File: src/rtl/fft_bitrev_serializer.sv
// fft_bitrev_serializer
//   Output stage for the combinational radix-2 DIT FFT core. Captures a whole
//   frame of bit-reversed bins in one cycle, reordering them into natural order
//   as they are written, then streams them out one bin per cycle over a
//   valid/ready handshake.
//
// Ports
//   clk_i          clock, rising edge
//   rst_ni         asynchronous active-low reset
//   frame_valid_i  data_i holds a complete FFT frame
//   frame_ready_o  frame can be captured this cycle
//   data_i         POINT_FFT bins, bit-reversed order; [k][0]=Re, [k][1]=Im
//   valid_o        bin_o/idx_o/last_o valid
//   ready_i        downstream accepts the current bin
//   bin_o          current bin, [0]=Re, [1]=Im, signed Q1.FRAC_BITS
//   idx_o          natural-order index of bin_o
//   last_o         high on the final bin of a frame
module fft_bitrev_serializer #(
    parameter int unsigned POINT_FFT_POW2 = 4,
    parameter int unsigned FRAC_BITS      = 15,
    localparam int unsigned POINT_FFT     = 1 << POINT_FFT_POW2
) (
    input  logic                                    clk_i,
    input  logic                                    rst_ni,
    input  logic                                    frame_valid_i,
    output logic                                    frame_ready_o,
    input  logic [POINT_FFT-1:0][1:0][FRAC_BITS:0]  data_i,
    output logic                                    valid_o,
    input  logic                                    ready_i,
    output logic [1:0][FRAC_BITS:0]                 bin_o,
    output logic [POINT_FFT_POW2-1:0]               idx_o,
    output logic                                    last_o
);

    typedef enum logic [0:0] {StIdle, StStream} state_e;

    state_e                                 state_q, state_d;
    logic [POINT_FFT_POW2-1:0]              rd_q, rd_d;
    logic [POINT_FFT-1:0][1:0][FRAC_BITS:0] frame_q, frame_d;
    logic                                   accept;

    function automatic logic [POINT_FFT_POW2-1:0] bitrev(input logic [POINT_FFT_POW2-1:0] k);
        logic [POINT_FFT_POW2-1:0] r;
        for (int b = 0; b < int'(POINT_FFT_POW2); b++) begin
            r[b] = k[int'(POINT_FFT_POW2) - 1 - b];
        end
        return r;
    endfunction

    // Outputs decode directly from registered state, so they are glitch-free
    // and stay put during a stall. bin_o is forced to zero outside STREAM so
    // the stale buffer never shows after reset.
    always_comb begin
        valid_o       = (state_q == StStream);
        idx_o         = rd_q;
        last_o        = valid_o && (&rd_q);
        bin_o         = valid_o ? frame_q[rd_q] : '0;
        // In STREAM a new frame may only land on the final accepted beat,
        // which gives zero-bubble back-to-back frames.
        frame_ready_o = (state_q == StIdle) || (ready_i && last_o);
        accept        = frame_valid_i && frame_ready_o;
    end

    always_comb begin
        state_d = state_q;
        rd_d    = rd_q;
        frame_d = frame_q;
        if (valid_o && ready_i) begin
            // rd wraps to zero naturally after the last bin.
            rd_d = rd_q + POINT_FFT_POW2'(1);
            if (last_o) begin
                state_d = StIdle;
            end
        end
        if (accept) begin
            state_d = StStream;
            rd_d    = '0;
            for (int k = 0; k < int'(POINT_FFT); k++) begin
                frame_d[k] = data_i[bitrev(POINT_FFT_POW2'(k))];
            end
        end
    end

    always_ff @(posedge clk_i or negedge rst_ni) begin
        if (!rst_ni) begin
            state_q <= StIdle;
            rd_q    <= '0;
        end else begin
            state_q <= state_d;
            rd_q    <= rd_d;
        end
    end

    // Buffer contents are meaningless until a frame is captured, so no reset.
    always_ff @(posedge clk_i) begin
        frame_q <= frame_d;
    end

endmodule

File: config.mk
export PLATFORM = sky130hd
export DESIGN_NAME = fft_bitrev_serializer
export DESIGN_NICKNAME = d
export VERILOG_FILES = /design/src/rtl/fft_bitrev_serializer.sv
export SDC_FILE = /design/constraint.sdc
export NUM_CORES = 1
export LEC_CHECK = 0
export ABC_AREA = 1
export CAP_MARGIN = 20
export CORE_ASPECT_RATIO = 0.75
export CORE_MARGIN = 4
export CORE_UTILIZATION = 45
export DETAILED_ROUTE_END_ITERATION = 16
export GPL_TIMING_DRIVEN = 1
export PLACE_DENSITY = 0.78
export SYNTH_ARGS = -nofsm -noshare
export SYNTH_HDL_FRONTEND = slang
export SYNTH_SLANG_ARGS = --single-unit
File: constraint.sdc
create_clock -name clk_i -period 10.64 [get_ports clk_i]
set_input_delay 2.66 -clock clk_i [delete_from_list [all_inputs] [get_ports clk_i]]
set_output_delay 2.66 -clock clk_i [all_outputs]
set_load 0.02 [all_outputs]
Word-level counts from Yosys, hierarchy flattened:

Cells that the tools add are included.

* register bits: 517
* logic and storage cells: 54

* add/sub/neg operators: 1
* order comparisons: 1
* multiplexer cells: 8
* bitwise logic cells: 1
* reduce and logical (&&, ||, !) cells: 9

Operators by type and width (number)
* $bmux 32 s4: 1
* $mux 32: 2
* $mux 4: 2
* $lt 4x5->1 const B: 1
* $add 4x1->4 const B: 1
* $logic_and 1x1->1: 4
* $reduce_and 4->1: 1
* $reduce_bool 2->1: 2
* $mux 1: 3
* $reduce_and 2->1: 1
* $logic_or 1x1->1: 1
* $not 1->1: 1

Logic depth before layout (Yosys ltp):

* word-level depth: 7
* mapped depth: 10
* mapped depth without buffers: 7

Least setup slack after synthesis:

OpenSTA, ideal clock, no wires.

* path type: input port to flip-flop
* start point: input ready_i
* end point: register frame_q[0] (netlist bit), enable pin
* arrival: 12.924 ns
* required time: 9.782 ns
* slack: -3.141 ns
* stages: 4
* buffers on the path: 0
* cells stage by stage: nand4_1 -> nand2_1 -> nand2_1 -> inv_1

* cells in the longest elaborated chain, start to end: 3

RTL lines
* start, declared: RTL line 29 `input logic ready_i,`
* $logic_and 1x1->1: RTL line 60 `frame_ready_o = (state_q == StIdle) || (ready_i && last_o);`
* $logic_or 1x1->1: RTL line 60
* via frame_ready_o: RTL line 26 `output logic frame_ready_o,`
* $logic_and 1x1->1: RTL line 61 `accept = frame_valid_i && frame_ready_o;`
* via accept: RTL line 40 `logic accept;`
* end signal, assigned: RTL line 96 `frame_q <= frame_d;`
* end, declared: RTL line 39 `logic [POINT_FFT-1:0][1:0][FRAC_BITS:0] frame_q, frame_d;`

The timed path passes the listed nets, and every way through them passes these cells.
A chain may end at the register's enable or synchronous reset.

==> impl_results.md <==
- Clock Pin Slew Worst Setup and Hold Paths: 60 ps
- Die area: 52,200 um^2
- Largest family of logic cells by synthesized area: simple AND/OR/NAND/NOR gates
- Slowest library cell on the worst path: dfrtp_4
- Maximum clock rate: 0.140 GHz
- Crit-path leading delay family: buffers and inverters
- CTS tree: built
- Post-Synth Adder-Cell Area: 0.0572%
- Post-synth ARST share: 0.967%
- Worst hold path type: reg -> reg
- Yosys Warn Count: 0
- Final Max Tran Viols: 0
- Sequential cell area: 15,500 um^2
- DRT iter0 DRCs: 1,967
- Post-CTS Setup Bufs: 0
- Count of non-filler cells in the finished layout: 3,229
- First-pass GRT wire length: 96,600 um
- Mux contribution to synthesized area: 0%
- RSZ-0062 raised after global routing: false
- Port bufs: 554
- Main synth FF type: edfxtp_1
- Area of the multi-input gates: 4750 um^2
- Dpl cell area: 27,800 um^2
- DP HPWL: 44,900 um
- Post_cts resized: 0
- Crit Path Class: reg -> out
- GR Util All Layers: 24.3%
- Die Ht: 199 um
- IO Pins: 555
- Post-Route WL: 66,400 um
- Cell Pwr Density: 218 nW/um^2
- Synthesized netlist net count: 2,545
- TritonCTS Sinks: 517
- Crit path depth: 9
- First-pass iteration count of the detailed router: 6
- Synth cell types: 20
- Netlist Area Pre-Place: 21,900 um^2
- Setup Skew: 13.6 ps
- Setup tns final: 0 ps
- Critical path endpoint category: output port
- Dominant cells by area after synthesis: edfxtp_1 (70%), nand2_1 (13%), nand3_1 (7.4%)
- Chip width: 263 um
- Register-to-Register Path Depth: 8
- Relative slew margins: 21.0%
- Pleak: 11.8 nW
- Buffers and inverters on the worst path: 3
- Post-Synthesis Cells: 2,028
- Worst EP required: 7980 ps
- Cell row count: 69
- Crit path to: bin_o[10]
- Hold_buf cts: 0
- WL/cell: 20.6 um
- Endpoints failing hold: 0
- Simple-gate share of the synthesized area: 20.8%
- Max incr delay on CP: 820 ps
- RR Startpoint: idx_o[1]
- Top cell type's share of synthesized area: 70.3%
- Dpl cells: 3,128
- Area leader, netlist: edfxtp_1
- Internal reg-to-reg setup slack: 6250 ps
- Minimum clock period: 7170 ps
- Worst-margin pin slew: 1180 ps
- Final layout net count: 3,058
- Seq/Total Area, Yosys: 70.9%
- Root Buffer: clkbuf_16
- Status: completed
- Final setup viols: 0
- Sequence of cells on the critical path: buf_4 > buf_4 > nand2_1 > nand2_1 > nand2_1 > nand3_1 > nand3_1 > a21oi_1 > clkdlybuf4s50_1
- Largest net degree at the start of global routing: 193
- Period utilisation layout: 67.3%
- Setup crit start kind: flip-flop
- Core Util, Final: 61.5%
- Reg2Reg Capture Point: frame_q[453]
- # fillers: 3,631
- Post-Synth XOR/XNOR Area: 0.0400%
- CP Max Fanout: 74
- Synth Area in Compound Gates: 0.847%
- Final instance area: 29,400 um^2
- Crit. Startpoint: idx_o[0]
- Vias per cell: 5.11
- Area grow syn2layout: 34.2%
- DRC: 0
- Initial Util: 45.8%
- Core ar.: 47,700 um^2
- CP most frequent cell: nand2_1
- Critical path data arrival time: 4510 ps
- Initial antenna violation count: 12
- Htree depth: 2
- Syn Area/Cell: 10.8 um^2
- Vias: 16,500
- RePlAce Congestion: 0.929
- EDFF count, synth: 512
- Skew-Pair Late Insertion Delay: 580 ps
- Synth cell count leaders: nand2_1 (773), edfxtp_1 (512), nand3_1 (323)
- Total CTS buffers: 50
- Layout cells sized above 1: 3.76%
- Max-Cap Viols: 0
- Synthesis-stage register bit count: 517
- Cell with the most instances after synthesis: nand2_1
- Total congestion overflow: 0
- Vias in the first global route: 16,500
- ANT nets after route: 0
- Worst vdd ir: 153 uV
- CTS Buffer Depth: 3
==> cell families (layout without fill, tap and decap cells) <==
logic type	count (synthesis)	count (layout)
adders and majority gates	1	1
DFF	517	517
xor gates and xnor gates	1	1
other	0	11
AOI/OAI and AO/OA	37	37
buffers and inverters	372	923
and+or+nand+nor	1100	1100
==> flip-flops by register name, summed over array words and instances, names as in the netlist <==
register  cells
frame_q     512
idx_o         4
valid_o       1
==> cell usage in the layout (no fill, tap or decap), types with 2 or more instances in the layout <==
cell,instances
diode_2,11
buf_4,14
clkdlybuf4s50_1,554
nand2_2,2
clkbuf_1,11
nor2_1,2
nand2_1,771
clkinvlp_4,3
bufinv_16,3
buf_12,2
clkinv_2,12
nand4_1,2
nand3_1,323
clkbuf_16,53
dfrtp_4,3
inv_1,258
clkinv_1,9
edfxtp_1,512
a21oi_1,33
o21ai_0,4
==> layout make-up <==
cell class	instances	share of cell area, %
Antenna cell	11	0.0938
Clock buffer	64	4.66
Clock inverter	26	0.691
Inverter	263	3.41
Multi-Input combinational cell	1139	16.2
Sequential cell	517	52.8
Tap cell	639	2.72
Timing Repair Buffer	570	19.4
==> metrics by stage <==
| stage | power (W) | worst slack [ps] | hold WS, ps |
|---|---|---|---|
| 6_report | 0.00639 | 3470 | 779 |
| 5_1_grt | 0.00670 | 3270 | 828 |
| 4_1_cts | 0.00644 | 3450 | 768 |
| 3_5_place_dp | 0.00471 | 3930 | 748 |
| 3_3_place_gp | 0.00467 | 3900 | 697 |
| 2_1_floorplan | 0.00380 | -423 | 755 |
==> layer usage <==
layer / share of wire, % / vias to the layer above / GRT usage [%]
li1: - / 7690 / -
met5: 0.048 / - / 0
met4: 3.5 / 6 / 9.11
met3: 10 / 141 / 6.57
met1: 36 / 7762 / 29.6
met2: 50 / 891 / 41.9
==> worst min-delay path by stage <==
stage,from,end,slack [ps],cells past startpoint
6_report,valid_o,valid_o,780,2
4_1_cts,valid_o,valid_o,770,2
5_1_grt,valid_o,valid_o,830,2
3_5_place_dp,valid_o,valid_o,750,2
3_3_place_gp,valid_o,valid_o,700,2
2_1_floorplan,valid_o,valid_o,750,2
==> power by group <==
group          switching, W  total (W)  internal, W
Combinational       0.00142    0.00221     0.000787
Clock              0.000749    0.00173     0.000978
Sequential        0.0000986    0.00246      0.00236
Total               0.00227    0.00639      0.00412
==> worst min-delay path, delay by kind of cell (launching register included) <==
kind	cells	cell delay, ps
flops	1	470
simple gates	2	240
Note: power is estimated with default switching activity, not from simulation.
